**config.mk**
```make
export PLATFORM = sky130hd
export DESIGN_NAME = modular_addsub_pipe
export DESIGN_NICKNAME = d
export VERILOG_FILES = /design/src/rtl/modarith_pkg.sv /design/src/rtl/modarith_lane.sv /design/src/rtl/modular_addsub_pipe.sv
export SDC_FILE = /design/constraint.sdc
export NUM_CORES = 1
export LEC_CHECK = 0
export ABC_AREA = 1
export BUFFER_PORTS_ARGS = -buffer_cell sky130_fd_sc_hd__clkbuf_2
export CAP_MARGIN = 10
export CORE_MARGIN = 1
export CORE_UTILIZATION = 40
export CTS_CLUSTER_DIAMETER = 100
export DETAILED_ROUTE_END_ITERATION = 10
export MAX_ROUTING_LAYER = met4
export PLACE_DENSITY_LB_ADDON = 0.2
export SLEW_MARGIN = 25
export SYNTH_ARGS = -nofsm -noshare
export SYNTH_HDL_FRONTEND = slang
export SYNTH_SLANG_ARGS = --single-unit
```
**constraint.sdc**
```tcl
create_clock -name clk -period 2.66 [get_ports clk]
set_clock_uncertainty 0.2 [all_clocks]
set_input_delay 0.133 -clock clk [delete_from_list [all_inputs] [get_ports clk]]
set_output_delay 0.133 -clock clk [all_outputs]
set_load 0.05 [all_outputs]
```
**src/rtl/modarith_pkg.sv**
```systemverilog
// Shared types for the modular-arithmetic datapath.
// The op encoding is one bit, so a single lane op can travel with each transaction.
package modarith_pkg;

  typedef enum logic {
    OP_ADD = 1'b0,
    OP_SUB = 1'b1
  } op_t;

  localparam int OP_W = 1;

endpackage

```
**src/rtl/modarith_lane.sv**
```systemverilog
// One lane of modular add/subtract, purely combinational.
// The S1 half forms the raw W+1 bit sum or difference and the operand error flag.
// The S2 half applies the single correction step to a registered raw value.
module modarith_lane
  import modarith_pkg::*;
#(
  parameter int DATA_WIDTH = 8
) (
  input  logic [DATA_WIDTH-1:0] a_i,
  input  logic [DATA_WIDTH-1:0] b_i,
  input  logic [DATA_WIDTH-1:0] m_i,
  input  logic [OP_W-1:0]       op_i,
  output logic [DATA_WIDTH:0]   t_o,
  output logic                  err_o,
  input  logic [DATA_WIDTH:0]   t_i,
  input  logic [DATA_WIDTH-1:0] m2_i,
  input  logic [OP_W-1:0]       op2_i,
  output logic [DATA_WIDTH-1:0] res_o
);

  logic [DATA_WIDTH:0] mExt;

  assign mExt = {1'b0, m2_i};

  // Raw sum/difference with one extra bit.
  // For SUB the top bit doubles as the borrow, and for ADD it is the carry-out.
  always_comb begin
    t_o   = {1'b0, a_i} + {1'b0, b_i};
    err_o = (a_i >= m_i) | (b_i >= m_i) | (m_i < DATA_WIDTH'(2));
    if (op_t'(op_i) == OP_SUB) begin
      t_o = {1'b0, a_i} - {1'b0, b_i};
    end
  end

  // Single correction step.
  // With in-range operands one add or subtract of m always lands in [0, m).
  // Working on the low bits directly gives the same truncated result as the W+1 bit arithmetic.
  always_comb begin
    res_o = t_i[DATA_WIDTH-1:0];
    if (op_t'(op2_i) == OP_SUB) begin
      if (t_i[DATA_WIDTH]) begin
        res_o = t_i[DATA_WIDTH-1:0] + m2_i;
      end
    end else begin
      if (t_i >= mExt) begin
        res_o = t_i[DATA_WIDTH-1:0] - m2_i;
      end
    end
  end

endmodule

```
**src/rtl/modular_addsub_pipe.sv**
```systemverilog
// Two-stage pipelined, multi-lane modular add/subtract with valid/ready streaming.
// S1 holds the raw per-lane sum/difference, and S2 is the corrected output register.
// Each stage advances when it is empty or its consumer takes its contents.
module modular_addsub_pipe
  import modarith_pkg::*;
#(
  parameter int DATA_WIDTH = 8,
  parameter int LANES      = 1
) (
  input  logic                        clk,
  input  logic                        reset,
  input  logic                        in_valid,
  output logic                        in_ready,
  input  logic [OP_W-1:0]             in_op,
  input  logic [DATA_WIDTH-1:0]       in_mod,
  input  logic [LANES*DATA_WIDTH-1:0] in_a,
  input  logic [LANES*DATA_WIDTH-1:0] in_b,
  output logic                        out_valid,
  input  logic                        out_ready,
  output logic [LANES*DATA_WIDTH-1:0] out_res,
  output logic [LANES-1:0]            out_err
);

  localparam int TW = DATA_WIDTH + 1;

  // Stage S1 registers
  logic                        s1Valid_q, s1Valid_d;
  op_t                         s1Op_q, s1Op_d;
  logic [DATA_WIDTH-1:0]       s1Mod_q, s1Mod_d;
  logic [LANES*TW-1:0]         s1T_q, s1T_d;
  logic [LANES-1:0]            s1Err_q, s1Err_d;

  // Stage S2 / output registers
  logic                        outValid_q, outValid_d;
  logic [LANES*DATA_WIDTH-1:0] outRes_q, outRes_d;
  logic [LANES-1:0]            outErr_q, outErr_d;

  // Lane results
  logic [LANES*TW-1:0]         laneT;
  logic [LANES-1:0]            laneErr;
  logic [LANES*DATA_WIDTH-1:0] laneRes;

  logic s2Adv;
  logic s1Adv;

  genvar gi;
  generate
    for (gi = 0; gi < LANES; gi++) begin : gLane
      modarith_lane #(
        .DATA_WIDTH(DATA_WIDTH)
      ) uLane (
        .a_i  (in_a[gi*DATA_WIDTH +: DATA_WIDTH]),
        .b_i  (in_b[gi*DATA_WIDTH +: DATA_WIDTH]),
        .m_i  (in_mod),
        .op_i (in_op),
        .t_o  (laneT[gi*TW +: TW]),
        .err_o(laneErr[gi]),
        .t_i  (s1T_q[gi*TW +: TW]),
        .m2_i (s1Mod_q),
        .op2_i(s1Op_q),
        .res_o(laneRes[gi*DATA_WIDTH +: DATA_WIDTH])
      );
    end
  endgenerate

  // Stage advance conditions.
  // in_ready is forced low during reset so that nothing is accepted into a pipeline being cleared.
  always_comb begin
    s2Adv    = !outValid_q || out_ready;
    s1Adv    = !s1Valid_q || s2Adv;
    in_ready = s1Adv && !reset;
  end

  // Next-state for both stages.
  // Payload is loaded only with valid data, so a held output never changes underneath the consumer.
  always_comb begin
    s1Valid_d  = s1Valid_q;
    s1Op_d     = s1Op_q;
    s1Mod_d    = s1Mod_q;
    s1T_d      = s1T_q;
    s1Err_d    = s1Err_q;
    outValid_d = outValid_q;
    outRes_d   = outRes_q;
    outErr_d   = outErr_q;

    if (s1Adv) begin
      s1Valid_d = in_valid;
      if (in_valid) begin
        s1Op_d  = op_t'(in_op);
        s1Mod_d = in_mod;
        s1T_d   = laneT;
        s1Err_d = laneErr;
      end
    end

    if (s2Adv) begin
      outValid_d = s1Valid_q;
      if (s1Valid_q) begin
        outRes_d = laneRes;
        outErr_d = s1Err_q;
      end
    end
  end

  // Pipeline registers.
  // Reset discards everything in flight and zeroes the visible outputs.
  always_ff @(posedge clk) begin
    if (reset) begin
      s1Valid_q  <= 1'b0;
      s1Op_q     <= OP_ADD;
      s1Mod_q    <= '0;
      s1T_q      <= '0;
      s1Err_q    <= '0;
      outValid_q <= 1'b0;
      outRes_q   <= '0;
      outErr_q   <= '0;
    end else begin
      s1Valid_q  <= s1Valid_d;
      s1Op_q     <= s1Op_d;
      s1Mod_q    <= s1Mod_d;
      s1T_q      <= s1T_d;
      s1Err_q    <= s1Err_d;
      outValid_q <= outValid_d;
      outRes_q   <= outRes_d;
      outErr_q   <= outErr_d;
    end
  end

  assign out_valid = outValid_q;
  assign out_res   = outRes_q;
  assign out_err   = outErr_q;

endmodule

```
==> metrics.txt, run 1 <==
status=finished clean; dpl hpwl=6320 um; Final setup viols=0; CP arrival=2.17 ns; Clk pwr share=23.0%; Layout area overhead=17.3%; max cap viols=0; synthesized area=3030 um^2; maximum VDD drop=0.000182 V; CP Capture Type=register; CP required=2.69 ns; crit path launch=s1T_q[0]$_SDFFE_PP0P_; drt drc=0; Worst-Skew Late Latency=0.30 ns; initial antenna violation count=0; Crit Path Max Fanout=3; fmax=467 MHz; RSZ-0062 raised after global routing=no; R2R Path Start=s1T_q[0]$_SDFFE_PP0P_; crit path to=out_res[6]$_SDFFE_PP0P_; Pleak=1.93 nW; flop-to-flop setup slack=0.52 ns; Mapped Cells=471; worst slew margin relative to its limit=60.2%; num rows=31; combinational share of power=46.9%; port buffer count=39; Period minus WS final=2.14 ns; net load switching power=0.740 mW; reg2reg end=out_res[6]$_SDFFE_PP0P_; Final period util=80.4%; CTS tree=yes; Pwr Density=488 nW/um^2; fin util=48.7%; total die area=7920 um^2; Final #Nets=588; 1st-pass router iterations=4; Core Footprint=7290 um^2; ant diodes=0; Syn Area/Cell=6.43 um^2; average vias per placed instance=4.96; first-pass GRT wire length=12800 um; IO Count=40; Die H=89.0 um; gr usage total=21.9%; Yosys warnings=0; Flop pwr share=30.1%; synth unique cells=34; total gr overflow=0; Post-synth EDFFs=0; CTS max path bufs=2; vias in the first global route=2752; root buf cell=clkbuf_8; Final Slew Violations=0; share of cells above drive strength 1=13.2%; internal cell power=0.993 mW; WL/cell=12.7 um; FF+latch count, synth=30; final setup TNS=0 ns; initial core utilization=41.5%; Worst Setup Start Kind=register; largest net degree at the start of global routing=27; Setup Crit Path Kind=reg -> reg; final WL=7840 um; commonest cells after routing, fill and taps aside=nand2_1 (97), inv_1 (86), a21oi_1 (54); gpl congestion=0.879; commonest non-fill, non-tap cell in the layout=nand2_1; Reg2Reg Depth=10; Final Hold Vio Count=0; Initial DRC Count=114; syn nets=543; number of buffers created by CTS=5; register area share after synthesis=19.8%; Die Width=89.0 um; post-route ant nets=0; Synth Flop Type=dfxtp_1; Worst Tran Pin Value=0.596 ns; Net Sw Frac=42.7%; CTS H-tree lvls=2; Async S/R FF share, synth=0%; total number of vias=3057; Clock Sinks=30; Clock transition at path regs=0.08 ns; HP Class=in -> reg
sequential cells by signal, summed over array words and instances (netlist names):
name / cells
out_valid: 1
out_res: 8
s1Err_q: 1
s1Mod_q: 8
s1Valid_q: 1
s1Op_q: 1
out_err: 1
s1T_q: 9
worst max-delay path: stages, from the launching register on:
cell	delay, ns
dfxtp_1	0.39
inv_1	0.11
ha_1	0.24
fa_1	0.42
nor2_1	0.14
o21ai_0	0.13
nand3_1	0.09
nand2_1	0.06
nand2_1	0.06
nand3_1	0.07
a21oi_1	0.17
routing by layer:
metal  wire length [um]  vias up  global-route usage (%)
met5                  0        -                       -
met4                178        0                    7.50
met3                189       13                    2.77
met2               3890       46                    39.4
met1               3580     1389                    24.9
li1                   -     1609                       -
area by class of cell:
class                      count  area [um^2]
timing repair buffer          50          308
tap                           99          124
clock inverter                 2         12.5
sequential                    30          601
clock buffer                   6         82.6
multi-input combinational    341         2090
fill                         823         3740
inverter                      88          333
power groups by stage:
stage / sequential [mW] / clock [mW] / combinational, mW
finish: 0.522 / 0.399 / 0.813
global route: 0.528 / 0.422 / 0.918
CTS: 0.522 / 0.405 / 0.787
detailed placement: 0.532 / 0 / 0.771
global placement: 0.531 / 0 / 0.765
floorplan: 0.566 / 0 / 0.569
cells in the mapped netlist, types with 2 or more instances:
cell / instances / share of area (%)
xor2_1: 10 / 2.9
clkbuf_1: 5 / 0.62
nand3b_1: 2 / 0.50
a21oi_1: 56 / 9.3
fa_1: 3 / 2.0
inv_1: 87 / 11
xnor2_1: 2 / 0.58
buf_6: 4 / 1.5
nor2_1: 29 / 3.6
buf_2: 2 / 0.33
nand3_1: 38 / 6.3
dfxtp_1: 30 / 20
a31oi_1: 2 / 0.41
a21boi_0: 2 / 0.50
and2_1: 2 / 0.41
nand2_1: 97 / 12
nor2_4: 3 / 1.1
nand2_4: 2 / 0.74
o21ai_0: 35 / 5.8
nand4_1: 6 / 1.2
a21o_1: 2 / 0.50
ha_1: 40 / 17
worst min-delay path by stage:
stage | startpoint | end | slack (ns) | cells past startpoint
floorplan | in_mod[0] | s1Mod_q[0]$_SDFFE_PP0P_ | 0.1 | 2
global placement | out_ready | out_valid$_SDFFE_PP0P_ | 0.22 | 4
detailed placement | out_ready | out_valid$_SDFFE_PP0P_ | 0.24 | 4
CTS | in_mod[5] | s1Mod_q[5]$_SDFFE_PP0P_ | 0.003 | 3
global route | in_mod[4] | s1Mod_q[4]$_SDFFE_PP0P_ | 0.02 | 3
finish | in_mod[4] | s1Mod_q[4]$_SDFFE_PP0P_ | 0.01 | 3
what timing repair did:
| item | 4_1_cts | 5_1_grt |
|---|---|---|
| resized for setup | 0 | 18 |
| hold buffers | 10 | 0 |
| buffers inserted | 0 | 1 |
| endpoints found under the hold margin | 9 | 0 |
| setup endpoints to repair | 0 | 4 |
kinds of logic (layout without fill, tap and decap cells):
family | Yosys count | after routing | synth area share (%)
adder cells (fa/ha/maj) | 43 | 43 | 18.5
AO/OA/AOI/OAI | 101 | 101 | 17.4
AND/OR/NAND/NOR | 185 | 185 | 27.2
XOR/XNOR | 12 | 12 | 3.47
buffers and inverters | 100 | 146 | 13.6
flip-flops | 30 | 30 | 19.8
per-stage QoR:
stage	setup slack (ns)	area (um^2)	hold slack, ns	power [mW]	cells
floorplan	0.608	3030	0.0997	1.13	471
global placement	0.345	3270	0.220	1.30	598
detailed placement	0.295	3270	0.235	1.30	598
CTS	0.0403	3470	0.00291	1.71	616
global route	0.315	3550	0.0245	1.87	616
finish	0.521	3550	0.0127	1.73	616
No activity file was read; power rests on OpenSTA's default activity.
==> run 2: changes to the inputs <==
==> constraint.sdc (replaced) <==
create_clock -name clk -period 2.1 [get_ports clk]
set_clock_uncertainty 0.2 [all_clocks]
set_input_delay 0.105 -clock clk [delete_from_list [all_inputs] [get_ports clk]]
set_output_delay 0.105 -clock clk [all_outputs]
set_load 0.05 [all_outputs]
==> run 2 against run 1 <==
Global-route usage increased by 0.45 points. Non-clock buffer count increased by 27. Sequential share of layout area decreased by 0.93 points. Setup slack got worse by 0.39 ns. First-iteration DRC count decreased by 32%. Largest cell class unchanged. Register-to-register slack got worse by 0.39 ns.
==> metrics.txt, run 2 (same netlist as run 1, synthesis figures left out) <==
Die H=89.0 um (unchanged); WL/cell=12.4 um (-2.7%); final WL=7970 um (+1.6%); CP required=2.08 ns (-0.61 ns); Setup Crit Path Kind=reg -> reg; port buffer count=39 (unchanged); Worst Hold Depth=4 (+1); number of buffers created by CTS=5 (unchanged); total number of vias=3148 (+3.0%); Layout area overhead=24.9%; Cell Chain, Critical Path=ha_1 -> inv_1 -> fa_1 -> inv_1 -> nand3_1 -> nand4_1 -> nand3_1 -> a21oi_1 -> a21oi_1; worst slew margin relative to its limit=69.7% (+9.4 points); HP Class=in -> reg; maximum VDD drop=0.000241 V (+32%); num rows=31 (unchanged); Reg with most FFs=s1T_q; Bufs and invs on worst path=2 (+1); gpl congestion=0.890 (+1.2%); status=finished clean; post-route ant nets=0 (unchanged); Largest stage delay, worst path=0.39 ns (-0.03 ns); dpl hpwl=6490 um (+2.7%); placed cell areas=3460 um^2 (+5.7%); Finished Cell Area=3780 um^2 (+6.5%); R2R Path Start=s1Mod_q[0]$_SDFFE_PP0P_; Final Hold Vio Count=0 (unchanged); fin util=51.9% (+3.2 points); CP Capture Type=register; ant diodes=0 (unchanged); initial core utilization=41.5% (unchanged); gr usage total=22.3% (+0.45 points); Core Footprint=7290 um^2 (unchanged); fmax=507 MHz (+8.5%); Period minus WS final=1.97 ns (-0.167 ns); pre-CTS setup slack=-0.226 ns (-0.520 ns); share of cells above drive strength 1=18.6% (+5.4 points); CP arrival=1.95 ns (-0.22 ns); Final period util=93.9% (+13 points); Final setup viols=0 (unchanged); largest net degree at the start of global routing=27 (unchanged); Worst Tran Pin Value=0.454 ns (-0.141 ns); total die area=7920 um^2 (unchanged); initial antenna violation count=0 (unchanged); non-filler instance count after layout=643 (+4.4%); hold_sp=in_a[0]; IO Count=40 (unchanged); commonest non-fill, non-tap cell in the layout=nand2_1; Final #Nets=615 (+4.6%); Reg2Reg Depth=9 (-1); CTS H-tree lvls=2 (unchanged); CTS tree=yes; Clock Sinks=30 (unchanged); RSZ-0062 raised after global routing=yes; Initial DRC Count=77 (-32%); total gr overflow=0 (unchanged); reg2reg end=out_res[6]$_SDFFE_PP0P_; max cap viols=0 (unchanged); first-pass GRT wire length=13200 um (+3.5%); Pwr Density=603 nW/um^2 (+24%); delay-heaviest family, CP=adder cells; max FFs per register=9 (unchanged); Worst Setup Start Kind=register; drt drc=0 (unchanged); final setup TNS=0 ns (unchanged); average vias per placed instance=4.90 (-1.3%); root buf cell=clkbuf_8; Critical Path Slowest Stage Cell=fa_1; flop-to-flop setup slack=0.13 ns (-0.39 ns); 1st-pass router iterations=4 (unchanged); Die Width=89.0 um (unchanged); commonest cells after routing, fill and taps aside=nand2_1 (97), inv_1 (86), a21oi_1 (54); Crit Path Max Fanout=3 (unchanged); dpl cells=623 (+4.2%); Worst-Skew Late Latency=0.28 ns (-0.02 ns); Final Slew Violations=0 (unchanged); Hold EP=s1T_q[0]$_SDFFE_PP0P_; CTS max path bufs=2 (unchanged); Final Worst Setup Slack=0.128 ns (-0.393 ns); vias in the first global route=2965 (+7.7%); Clock transition at path regs=0.08 ns (about the same); Pleak=2.05 nW (+6.5%)
[run 2: worst max path at each step]
stage / slack (ns) / cells after the start / to / startpoint
global route: -0.006 / 15 / s1T_q[5]$_SDFFE_PP0P_ / in_b[0]
global placement: -0.16 / 16 / s1T_q[8]$_SDFFE_PP0P_ / in_b[0]
detailed placement: -0.23 / 14 / s1T_q[5]$_SDFFE_PP0P_ / in_b[0]
finish: 0.13 / 9 / out_res[6]$_SDFFE_PP0P_ / s1Mod_q[0]$_SDFFE_PP0P_
floorplan: 0.08 / 15 / s1T_q[8]$_SDFFE_PP0P_ / in_b[0]
CTS: 0.005 / 11 / out_res[2]$_SDFFE_PP0P_ / s1Mod_q[1]$_SDFFE_PP0P_
[run 2: where the power goes]
part	switching, mW	internal (mW)	total [mW]	leakage, nW
Clock	0.227	0.263	0.491	0.0472
Combinational	0.679	0.452	1.13	1.76
Sequential	0.0389	0.622	0.660	0.250
Total	0.945	1.34	2.28	2.05
[run 2: repair_timing]
item / CTS / global route
endpoints found under the setup margin: 0 / 12
resized for setup: 0 / 24
hold endpoints to repair: 10 / 0
hold buffers: 11 / 0
setup buffers: 0 / 1
[run 2: per-layer routing]
| layer | track usage [%] | routed length, um |
|---|---|---|
| met2 | 39.9 | 3920 |
| met4 | 9.38 | 248 |
| met5 | - | 0 |
| met3 | 2.77 | 276 |
| met1 | 25.0 | 3530 |
[run 2: area by class of cell]
type / count / area [um^2]
fill: 779 / 3510
multi-input combinational: 341 / 2120
sequential: 30 / 604
timing repair buffer: 77 / 508
inverter: 88 / 330
tap: 99 / 124
clock buffer: 6 / 82.6
clock inverter: 2 / 12.5
[run 2: per-stage QoR]
stage	hold slack [ns]	power (mW)
floorplan	0.0717	1.44
global placement	0.197	1.72
detailed placement	0.202	1.73
CTS	0.00643	2.24
global route	0.0477	2.47
finish	0.00746	2.28
[run 2: worst min-delay path, cell delays in order]
cell and delay, ns:
clkbuf_2 0.08, inv_1 0.07, ha_1 0.14, a21oi_1 0.06
